[config.mk]
export PLATFORM = sky130hd
export DESIGN_NAME = instr_loop_sequencer_flat
export DESIGN_NICKNAME = d
export VERILOG_FILES = /design/src/rtl/instr_loop_sequencer_if.sv /design/src/rtl/instr_loop_sequencer.sv /design/src/flat_wrapper.sv
export SDC_FILE = /design/constraint.sdc
export NUM_CORES = 2
export LEC_CHECK = 0
export ABC_AREA = 0
export CORE_MARGIN = 8
export CORE_UTILIZATION = 30
export CTS_BUF_LIST = sky130_fd_sc_hd__clkbuf_16
export CTS_CLUSTER_SIZE = 20
export DETAILED_ROUTE_END_ITERATION = 10
export SLEW_MARGIN = 40
export SYNTH_ARGS = -nofsm -noshare
export SYNTH_HDL_FRONTEND = slang
export SYNTH_SLANG_ARGS = --single-unit
[constraint.sdc]
create_clock -name clk -period 3.2 [get_ports clk]
set_input_delay 0.64 -clock clk [delete_from_list [all_inputs] [get_ports clk]]
set_output_delay 0.64 -clock clk [all_outputs]
set_load 0.1 [all_outputs]
[src/rtl/instr_loop_sequencer_if.sv]
// AXI-Stream instruction bus between the loop sequencer and the experiment FSM.
// The sequencer drives tdata/tvalid, and the FSM answers with tready.
interface instr_loop_sequencer_if #(
  parameter int DW = 16
);
  logic [DW-1:0] tdata;
  logic          tvalid;
  logic          tready;

  modport master (output tdata, output tvalid, input tready);
  modport slave  (input tdata, input tvalid, output tready);
endinterface

[src/rtl/instr_loop_sequencer.sv]
// Program-memory instruction sequencer: pulses run_trig, then streams the loaded program
// loop_count times on an AXI-Stream bus. Optional SEQ_INSTR_CNT_EN adds the instr_cnt port.
module instr_loop_sequencer #(
  parameter int AW     = 8,
  parameter int DW     = 16,
  parameter int ACK_TO = 15
) (
  input  logic                   clk,
  input  logic                   rst,
  input  logic                   start,
  input  logic                   abort,
  input  logic                   prog_wr_en,
  input  logic [AW-1:0]          prog_wr_addr,
  input  logic [DW-1:0]          prog_wr_data,
  input  logic [AW:0]            prog_len,
  input  logic [15:0]            loop_count,
  output logic                   run_trig,
  input  logic                   run_done,
  instr_loop_sequencer_if.master instr_axis,
  output logic                   halt,
  output logic                   busy,
  output logic                   seq_done,
  output logic                   seq_err,
  output logic [15:0]            loop_idx
`ifdef SEQ_INSTR_CNT_EN
  ,
  output logic [31:0]            instr_cnt
`endif
);

  localparam int          TW    = $clog2(ACK_TO + 1);
  localparam logic [AW:0] DEPTH = (AW + 1)'(2 ** AW);

  typedef enum logic [2:0] {IDLE, TRIG, ACK, STREAM, DRAIN} state_t;

  state_t        state, state_next;
  logic [DW-1:0] mem [2 ** AW];
  logic [AW-1:0] addr, last_addr, addr_inc;
  logic [16:0]   total_loops, loops_done;
  logic [TW-1:0] ack_cnt;
  logic [DW-1:0] tdata_r;
  logic          tvalid_r;
  logic          len_bad, fire, at_wrap, last_loop, ack_timeout;

  assign len_bad     = (prog_len == '0) || (prog_len > DEPTH);
  assign fire        = tvalid_r && instr_axis.tready;
  assign at_wrap     = (addr == last_addr);
  assign last_loop   = (loops_done == total_loops - 17'd1);
  assign ack_timeout = (ack_cnt == TW'(ACK_TO - 1));
  assign addr_inc    = addr + AW'(1);

  assign run_trig          = (state == TRIG);
  assign busy              = (state != IDLE);
  assign loop_idx          = loops_done[15:0];
  assign instr_axis.tdata  = tdata_r;
  assign instr_axis.tvalid = tvalid_r;

  always_comb begin
    state_next = state;
    case (state)
      IDLE:    if (start && !len_bad) state_next = TRIG;
      TRIG:    state_next = abort ? DRAIN : ACK;
      ACK: begin
        if (abort)            state_next = DRAIN;
        else if (!run_done)   state_next = STREAM;
        else if (ack_timeout) state_next = IDLE;
      end
      STREAM:  if (abort || (fire && at_wrap && last_loop)) state_next = DRAIN;
      DRAIN:   if (run_done) state_next = IDLE;
      default: state_next = IDLE;
    endcase
  end

  always_ff @(posedge clk or posedge rst) begin
    if (rst) state <= IDLE;
    else     state <= state_next;
  end

  // Program RAM is only writable while idle so a running sequence never sees a torn program.
  always_ff @(posedge clk) begin
    if (prog_wr_en && state == IDLE) mem[prog_wr_addr] <= prog_wr_data;
  end

  always_ff @(posedge clk or posedge rst) begin
    if (rst) begin
      addr        <= '0;
      last_addr   <= '0;
      total_loops <= '0;
      loops_done  <= '0;
      ack_cnt     <= '0;
      tdata_r     <= '0;
      tvalid_r    <= 1'b0;
      halt        <= 1'b1;
      seq_done    <= 1'b0;
      seq_err     <= 1'b0;
    end else begin
      seq_done <= 1'b0;
      case (state)
        IDLE: begin
          if (start && len_bad) begin
            seq_err  <= 1'b1;
            seq_done <= 1'b1;
          end else if (start) begin
            last_addr   <= AW'(prog_len - 1'b1);
            total_loops <= (loop_count == 16'd0) ? 17'h10000 : {1'b0, loop_count};
            loops_done  <= '0;
            addr        <= '0;
            ack_cnt     <= '0;
            seq_err     <= 1'b0;
            halt        <= 1'b0;
          end
        end
        TRIG: begin
          ack_cnt <= '0;
          if (abort) halt <= 1'b1;
        end
        ACK: begin
          if (abort) begin
            halt <= 1'b1;
          end else if (!run_done) begin
            tdata_r  <= mem[0];
            tvalid_r <= 1'b1;
            addr     <= '0;
          end else if (ack_timeout) begin
            seq_err  <= 1'b1;
            halt     <= 1'b1;
            seq_done <= 1'b1;
          end else begin
            ack_cnt <= ack_cnt + TW'(1);
          end
        end
        STREAM: begin
          // The next word is fetched on the accepting edge so transfers can run every cycle.
          if (fire && at_wrap) begin
            addr       <= '0;
            loops_done <= loops_done + 17'd1;
            tdata_r    <= mem[0];
          end else if (fire) begin
            addr    <= addr_inc;
            tdata_r <= mem[addr_inc];
          end
          if (abort || (fire && at_wrap && last_loop)) begin
            tvalid_r <= 1'b0;
            halt     <= 1'b1;
          end
        end
        DRAIN: if (run_done) seq_done <= 1'b1;
        default: ;
      endcase
    end
  end

`ifdef SEQ_INSTR_CNT_EN
  always_ff @(posedge clk or posedge rst) begin
    if (rst)                                      instr_cnt <= '0;
    else if (state == IDLE && start && !len_bad)  instr_cnt <= '0;
    else if (fire && instr_cnt != '1)             instr_cnt <= instr_cnt + 32'd1;
  end
`endif

endmodule

[src/flat_wrapper.sv]
// flat-port wrapper written by rule: the top's interface ports become plain ports
module instr_loop_sequencer_flat 
#(
  parameter int AW     = 8,
  parameter int DW     = 16,
  parameter int ACK_TO = 15
)
  (clk, rst, start, abort, prog_wr_en, prog_wr_addr, prog_wr_data, prog_len, loop_count, run_trig, run_done, halt, busy, seq_done, seq_err, loop_idx, instr_axis_tdata, instr_axis_tvalid, instr_axis_tready);
  instr_loop_sequencer_if #(.DW(DW)) instr_axis_i ();
  input  logic clk;
  input  logic rst;
  input  logic start;
  input  logic abort;
  input  logic prog_wr_en;
  input  logic [AW-1:0] prog_wr_addr;
  input  logic [DW-1:0] prog_wr_data;
  input  logic [AW:0] prog_len;
  input  logic [15:0] loop_count;
  output logic run_trig;
  input  logic run_done;
  output logic halt;
  output logic busy;
  output logic seq_done;
  output logic seq_err;
  output logic [15:0] loop_idx;
  output wire logic [$bits(instr_axis_i.tdata)-1:0] instr_axis_tdata;
  output wire logic [$bits(instr_axis_i.tvalid)-1:0] instr_axis_tvalid;
  input wire logic [$bits(instr_axis_i.tready)-1:0] instr_axis_tready;
  assign instr_axis_tdata = instr_axis_i.tdata;
  assign instr_axis_tvalid = instr_axis_i.tvalid;
  assign instr_axis_i.tready = instr_axis_tready;
  instr_loop_sequencer #(.AW(AW), .DW(DW), .ACK_TO(ACK_TO)) u_core (.clk(clk), .rst(rst), .start(start), .abort(abort), .prog_wr_en(prog_wr_en), .prog_wr_addr(prog_wr_addr), .prog_wr_data(prog_wr_data), .prog_len(prog_len), .loop_count(loop_count), .run_trig(run_trig), .run_done(run_done), .instr_axis(instr_axis_i), .halt(halt), .busy(busy), .seq_done(seq_done), .seq_err(seq_err), .loop_idx(loop_idx));
endmodule
---- Yosys cells after proc, flatten, opt, wreduce, memory -nomap -nowiden ----
Memory sizes are Yosys's and may differ from the RTL's.
Index checks and enable logic that the tools add are counted.
cells by class
  $add $sub $neg .......................... 5
  magnitude comparators ................... 1
  eq/ne operators ......................... 24
  multiplexer cells ....................... 54
  bitwise logic cells ..................... 1
  reductions and logical operators ........ 28
operators with widths
  cell                     count
  $mux W17                 4
  $mux W16                 4
  $mux W8                  6
  $pmux W17 S2             1
  $pmux W16 S2             1
  $pmux W8 S3              1
  $mux W3                  7
  $mux W4                  5
  $mux W1                  19
  $add A17 B1 Y17 const B  1
  $eq A17 B17 Y1           1
  $sub A17 B1 Y17 const B  1
  $logic_not A16 Y1        1
  $ne A2 B2 Y1 const B     8
  $reduce_and A4 Y1        4
  $pmux W3 S5              1
  $pmux W4 S3              1
  $reduce_and A6 Y1        2
  $gt A9 B9 Y1 const B     1
  $logic_not A9 Y1         1
  $reduce_bool A3 Y1       3
  $add A8 B1 Y8 const B    1
  $eq A8 B8 Y1             1
  $ne A2 B1 Y1 const B     4
  23 further kinds         34
word-level totals
  register bits after elaboration ......... 77
  bits in writable memories ............... 4,096
  input bits .............................. 56
  output and inout port bits .............. 38
  logic and storage cells ................. 125
  memories kept ........................... 1
memories
  name        depth  width  read ports  clocked after Yosys merged registers in  write ports  RTL line                    text
  u_core.mem  256    16     2           0                                        1            instr_loop_sequencer.sv:37  logic [DW-1:0] mem [2 ** AW];

---- Longest topological paths before layout ----
  depth in word-level cells ............... 6
  mapped depth ............................ 12
  mapped depth without buffers ............ 10

---- Worst setup path before layout ----
No wires, ideal clock.
  path kind ............................... register -> register
  start ................................... register u_core.addr[1]
  end ..................................... register u_core.tdata_r[7], in the netlist u_core.instr_axis.tdata[7]
  library setup time ...................... 0.137 ns
  arrival ................................. 2.852 ns
  required time ........................... 3.063 ns
  setup slack ............................. 0.211 ns
  stages on the path, launching flop included .. 12
  buffers on the path ..................... 4
  clock period less this slack ............ 2.989 ns
  path through ............................ dfrtp_1 ha_1 buf_2 buf_2 clkbuf_1 clkbuf_1 mux4_2 a22oi_1 a21oi_1 o41ai_1 and4_1 a21oi_1
between the ends
  longest elaborated chain between the ends .. 5
  elaborated cells on any way between the ends .. 9
  those cells by class .................... add/sub: 1; eq/ne: 2; mux: 3; reduce/logical: 2; memory: 1
RTL lines
  item                    RTL line                     text
  start, declared         instr_loop_sequencer.sv:38   logic [AW-1:0] addr, last_addr, addr_inc;
  start signal, assigned  instr_loop_sequencer.sv:139  addr <= addr_inc;
  $add A8 B1 Y8           instr_loop_sequencer.sv:50   assign addr_inc = addr + AW'(1);
  $mem_v2 Z256 W16        --
  $mux W16                instr_loop_sequencer.sv:138  end else if (fire) begin
  $mux W16                instr_loop_sequencer.sv:134  if (fire && at_wrap) begin
  $pmux W16 S2            instr_loop_sequencer.sv:98   case (state)
  end signal, assigned    instr_loop_sequencer.sv:121  tdata_r <= mem[0];
  end signal, assigned    instr_loop_sequencer.sv:137  tdata_r <= mem[0];
  end signal, assigned    instr_loop_sequencer.sv:140  tdata_r <= mem[addr_inc];
  end, declared           instr_loop_sequencer.sv:41   logic [DW-1:0] tdata_r;
Parallel ways exist; a longest one is shown, timed or not. The select of a mux whose other input is x is not followed.
A chain may end at the register's enable or synchronous reset.

---- Final worst setup path ----
  start ................................... register u_core.addr[0]
  end ..................................... register u_core.tdata_r[4], in the netlist u_core.instr_axis.tdata[4]
Same word-level chain as after synthesis.

==> results.py <==
metrics = {
    "run": {
        "cap_viol_max_count": 0,
    },
    "power": {
        "power_density_mw_per_mm2": 660,
        "pwr-share-comb": 0.166,
        "ir_drop_mv": 0.488,
        "p_sw_w": 0.0321,
        "p_int_w": 0.0982,
        "swShare": 0.246,
        "pwr-share-clk": 0.367,
        "seqPwrFrac": 0.467,
        "leakagePower_nw": 61.5,
    },
    "sta": {
        "relSlewSlack": 0.471,
        "finalMaxSlewViolations": 0,
        "worst_pin_slew_ns": 0.794,
        "setup_viol": 16,
        "rsz0062_at_grt": "true",
        "period_share": 1.08,
        "finalHoldViolCount": 0,
        "fin_ws_ns": -0.254,
        "min_period_ns": 3.45,
        "skew_ns": 0.0570,
        "fmax_mhz": 289,
    },
    "die": {
        "io_pins": 94,
        "die_area_mm2": 0.555,
        "fp-row-count": 267,
        "die_y_um": 745,
        "core_area_mm2": 0.529,
        "initial_utilization": 0.301,
        "die_w_um": 745,
    },
    "yosys": {
        "synth_top_family_by_area": "multiplexers",
        "ys.warnings.count": 0,
        "synth.yosys.seq_area_share": 0.783,
        "synth_fp_nets": 7265,
        "synth_area_mm2": 0.159,
        "synth_cell_types": 64,
        "synth_edf_count": 4096,
        "synthMuxAreaShare": 0.146,
        "avgSynthCellArea_um2": 22.1,
        "async_reset_ff_frac": 0.0185,
        "synthSimpleGateAreaFrac": 0.0150,
        "synth_fa_ha_area_frac": 0.000612,
        "synth_xor_area_frac": 0.00297,
        "synth-seq-cells": 4173,
        "synth_ff_type": "edfxtp_1",
        "netlist_instances": 7202,
        "synth-compound-area-share": 0.0395,
    },
    "drt": {
        "num_vias": 81900,
        "drc": 0,
        "wl_per_cell_um": 28.0,
        "antenna_left": 0,
        "first_pass_iters": 6,
        "routed_wl_um": 444000,
        "vias_per_cell": 5.16,
        "drt_iter0_drc": 10400,
    },
    "worst_setup_path": {
        "slowest_stage": "dfrtp_4",
        "worstSetupStartpointType": "flip-flop",
        "worstPathArrival_ns": 4.29,
        "cp_cell_sequence": "ha_4 > buf_12 > clkbuf_16 > buf_6 > clkbuf_16 > buf_6 > mux4_2 > a22oi_2 > a21oi_4 > o41ai_4 > buf_12 > and4_1 > a221oi_1",
        "crit_required_ns": 4.04,
        "cp-end-kind": "flip-flop",
        "critPathMaxFanout": 12,
        "rrSetupSlack_ns": -0.25,
        "max_stage_delay_ns": 0.54,
        "path_class": "flip-flop to flip-flop",
    },
    "clock_network": {
        "cts.sinks": 4173,
        "cts_tree": "built",
        "clkSlewWorstSetupHoldPaths_ns": 0.06,
        "cts_root_buf": "clkbuf_16",
        "htreeDepth": 5,
        "ctsLongestPathBuffers": 4,
        "cts_buffers": 414,
        "insertion_delay_ns": 0.97,
    },
    "place": {
        "globalplace.congestion": 0.843,
        "place.port_buffers": 93,
        "placed_cells": 15000,
        "place_ws_ns": -0.775,
        "hpwlAfterDp_um": 274000,
    },
    "grt": {
        "grt-ovfl-total": 0,
        "grt_pass1_wl_um": 621000,
        "grt_max_degree": 104,
        "track_usage": 0.153,
        "antenna_found_initial": 18,
        "grt_pass1_vias": 82400,
    },
    "min_path": {
        "hp-class": "input port to flip-flop",
    },
    "outcome": {
        "failed_checks": "setup timing",
        "outcome": "finished with violations",
    },
    "final_layout": {
        "drive_gt1_frac": 0.374,
        "area_growth_pct": 23.9,
        "utilization": 0.373,
        "fin_cells": 15900,
        "final_nets": 8581,
    },
}
power by group through the flow:
| stage | combinational [W] | sequential, W | clock (W) |
|---|---|---|---|
| global placement | 0.0190 | 0.0619 | 0 |
| finish | 0.0216 | 0.0608 | 0.0478 |
| CTS | 0.0205 | 0.0608 | 0.0486 |
| global route | 0.0227 | 0.0608 | 0.0506 |
| detailed placement | 0.0192 | 0.0620 | 0 |
| floorplan | 0.0110 | 0.0627 | 0 |
worst max-delay path: cells and delay by family, from the launching register on:
kind	cells	cell delay (ns)
AND/OR/NAND/NOR	1	0.18
AO/OA/AOI/OAI	4	0.96
flip-flops	1	0.54
multiplexers	1	0.31
adder cells (fa/ha/maj)	1	0.35
buffers and inverters	6	0.96
layout make-up:
class	instances	area, um2
Inverter	23	87.6
Antenna cell	4	10.0
Clock inverter	343	2900
Timing Repair Buffer	1347	15500
Multi-Input combinational cell	2559	34900
Fill cell	47300	332000
Sequential cell	4173	125000
Tap cell	6994	8750
Clock buffer	418	10500
sequential cells by signal (all words and copies together), names as in the netlist:
name / cells
u_core.mem: 4096
u_core.loops_done: 17
u_core.total_loops: 17
u_core.instr_axis.tdata: 16
u_core.addr: 8
u_core.last_addr: 8
u_core.ack_cnt: 4
u_core.state: 3
u_core.halt: 1
u_core.instr_axis.tvalid: 1
u_core.seq_done: 1
u_core.seq_err: 1
repair_timing:
| item | 4_1_cts | 5_1_grt |
|---|---|---|
| buffers inserted | 33 | 81 |
| setup endpoints to repair | 16 | 20 |
| cloned | 13 | 23 |
| hold buffers | 0 | 0 |
| pin swaps | 41 | 116 |
| resized for setup | 264 | 255 |
synth_stat cells (3+ instances only):
cell      instances  area, um2
nor2_1          334       1250
buf_2           161        806
nor3_1           12       60.1
nand3b_1          5       37.5
o22ai_1           4       25.0
and2_1            7       43.8
a21oi_1         271       1360
o41ai_1          65        569
nor4_1            8       50.1
and3_1           10       62.6
and4_1           17        149
a221oi_1         13        114
nand3_1          40        200
a22o_1            3       26.3
mux2_2           14        158
nor2b_1          12       75.1
o211ai_1          3       22.5
dfrtp_1          76       1900
ha_1              7       87.6
nand2b_1          7       43.8
inv_1            23       86.3
nor3b_1           3       22.5
edfxtp_1       4096     123000
or3_1             4       25.0
o21ai_0          33        165
a22oi_1         512       3840
buf_4            20        150
xnor2_1          30        263
mux4_2         1024      23100
or2_2             3       18.8
nand2_1          52        195
o31ai_1           6       45.0
nand4_1           8       50.1
buf_1            22       82.6
xor2_1           24        210
clkbuf_1        242        908
routing by layer:
| metal | part of all wire | global-route usage |
|---|---|---|
| met1 | 0.40 | 0.209 |
| met2 | 0.48 | 0.247 |
| met3 | 0.085 | 0.0277 |
| met4 | 0.035 | 0.0476 |
| met5 | 0.00023 | 0 |
cells in the final DEF (no fill, tap or decap), types with 9 or more instances in the layout:
cell / count
edfxtp_1: 4096
mux4_2: 1024
buf_4: 875
clkbuf_16: 439
a22oi_1: 339
nor2_1: 314
buf_12: 282
a21oi_1: 195
a22oi_2: 173
inv_1: 103
clkinv_1: 88
clkinv_2: 85
dfrtp_1: 75
a21oi_2: 64
buf_6: 54
o41ai_4: 45
bufinv_16: 44
buf_16: 41
clkdlybuf4s50_1: 39
nand2_1: 38
nand3_1: 36
o21ai_0: 33
xnor2_1: 29
buf_8: 29
xor2_1: 24
nor2_2: 20
o41ai_2: 18
and4_1: 16
mux2_2: 14
clkinvlp_4: 13
a21oi_4: 12
a221oi_1: 12
nand2_2: 12
inv_6: 12
nor2b_1: 11
nor3_1: 11
and3_1: 9
worst paths after layout:
kind,from,endpoint,cells past startpoint
worst max-delay path,u_core.addr[0]$_DFFE_PP0P_,u_core.instr_axis.tdata[4]$_DFFE_PP0P_,13
worst min-delay path,prog_wr_data[14],u_core.mem[109][14]$_DFFE_PP_,1
worst max register to register,u_core.addr[0]$_DFFE_PP0P_,u_core.instr_axis.tdata[4]$_DFFE_PP0P_,13
worst min register to register,u_core.halt$_DFFE_PP1P_,u_core.halt$_DFFE_PP1P_,2
max in group asynchronous,rst,u_core.addr[0]$_DFFE_PP0P_,3
min in group asynchronous,rst,u_core.ack_cnt[3]$_DFFE_PP0P_,2
cells by family after synthesis:
group | count (synthesis)
compound gates | 925
xor+xnor | 54
mux | 1039
buf+inv | 470
flops | 4173
simple gates | 533
fa+ha+maj | 8
per-stage QoR:
step	area, um2	power [W]	hold slack (ns)	setup TNS, ns
2_1_floorplan	159000	0.0737	0.469	0
3_3_place_gp	179000	0.0809	0.469	-12.75
3_5_place_dp	180000	0.0812	0.466	-10.16
4_1_cts	195000	0.130	0.00195	-3.43
5_1_grt	198000	0.134	0.0425	-4.60
6_report	198000	0.130	0.0671	-3.53
Power figures use the tool's default switching activity.
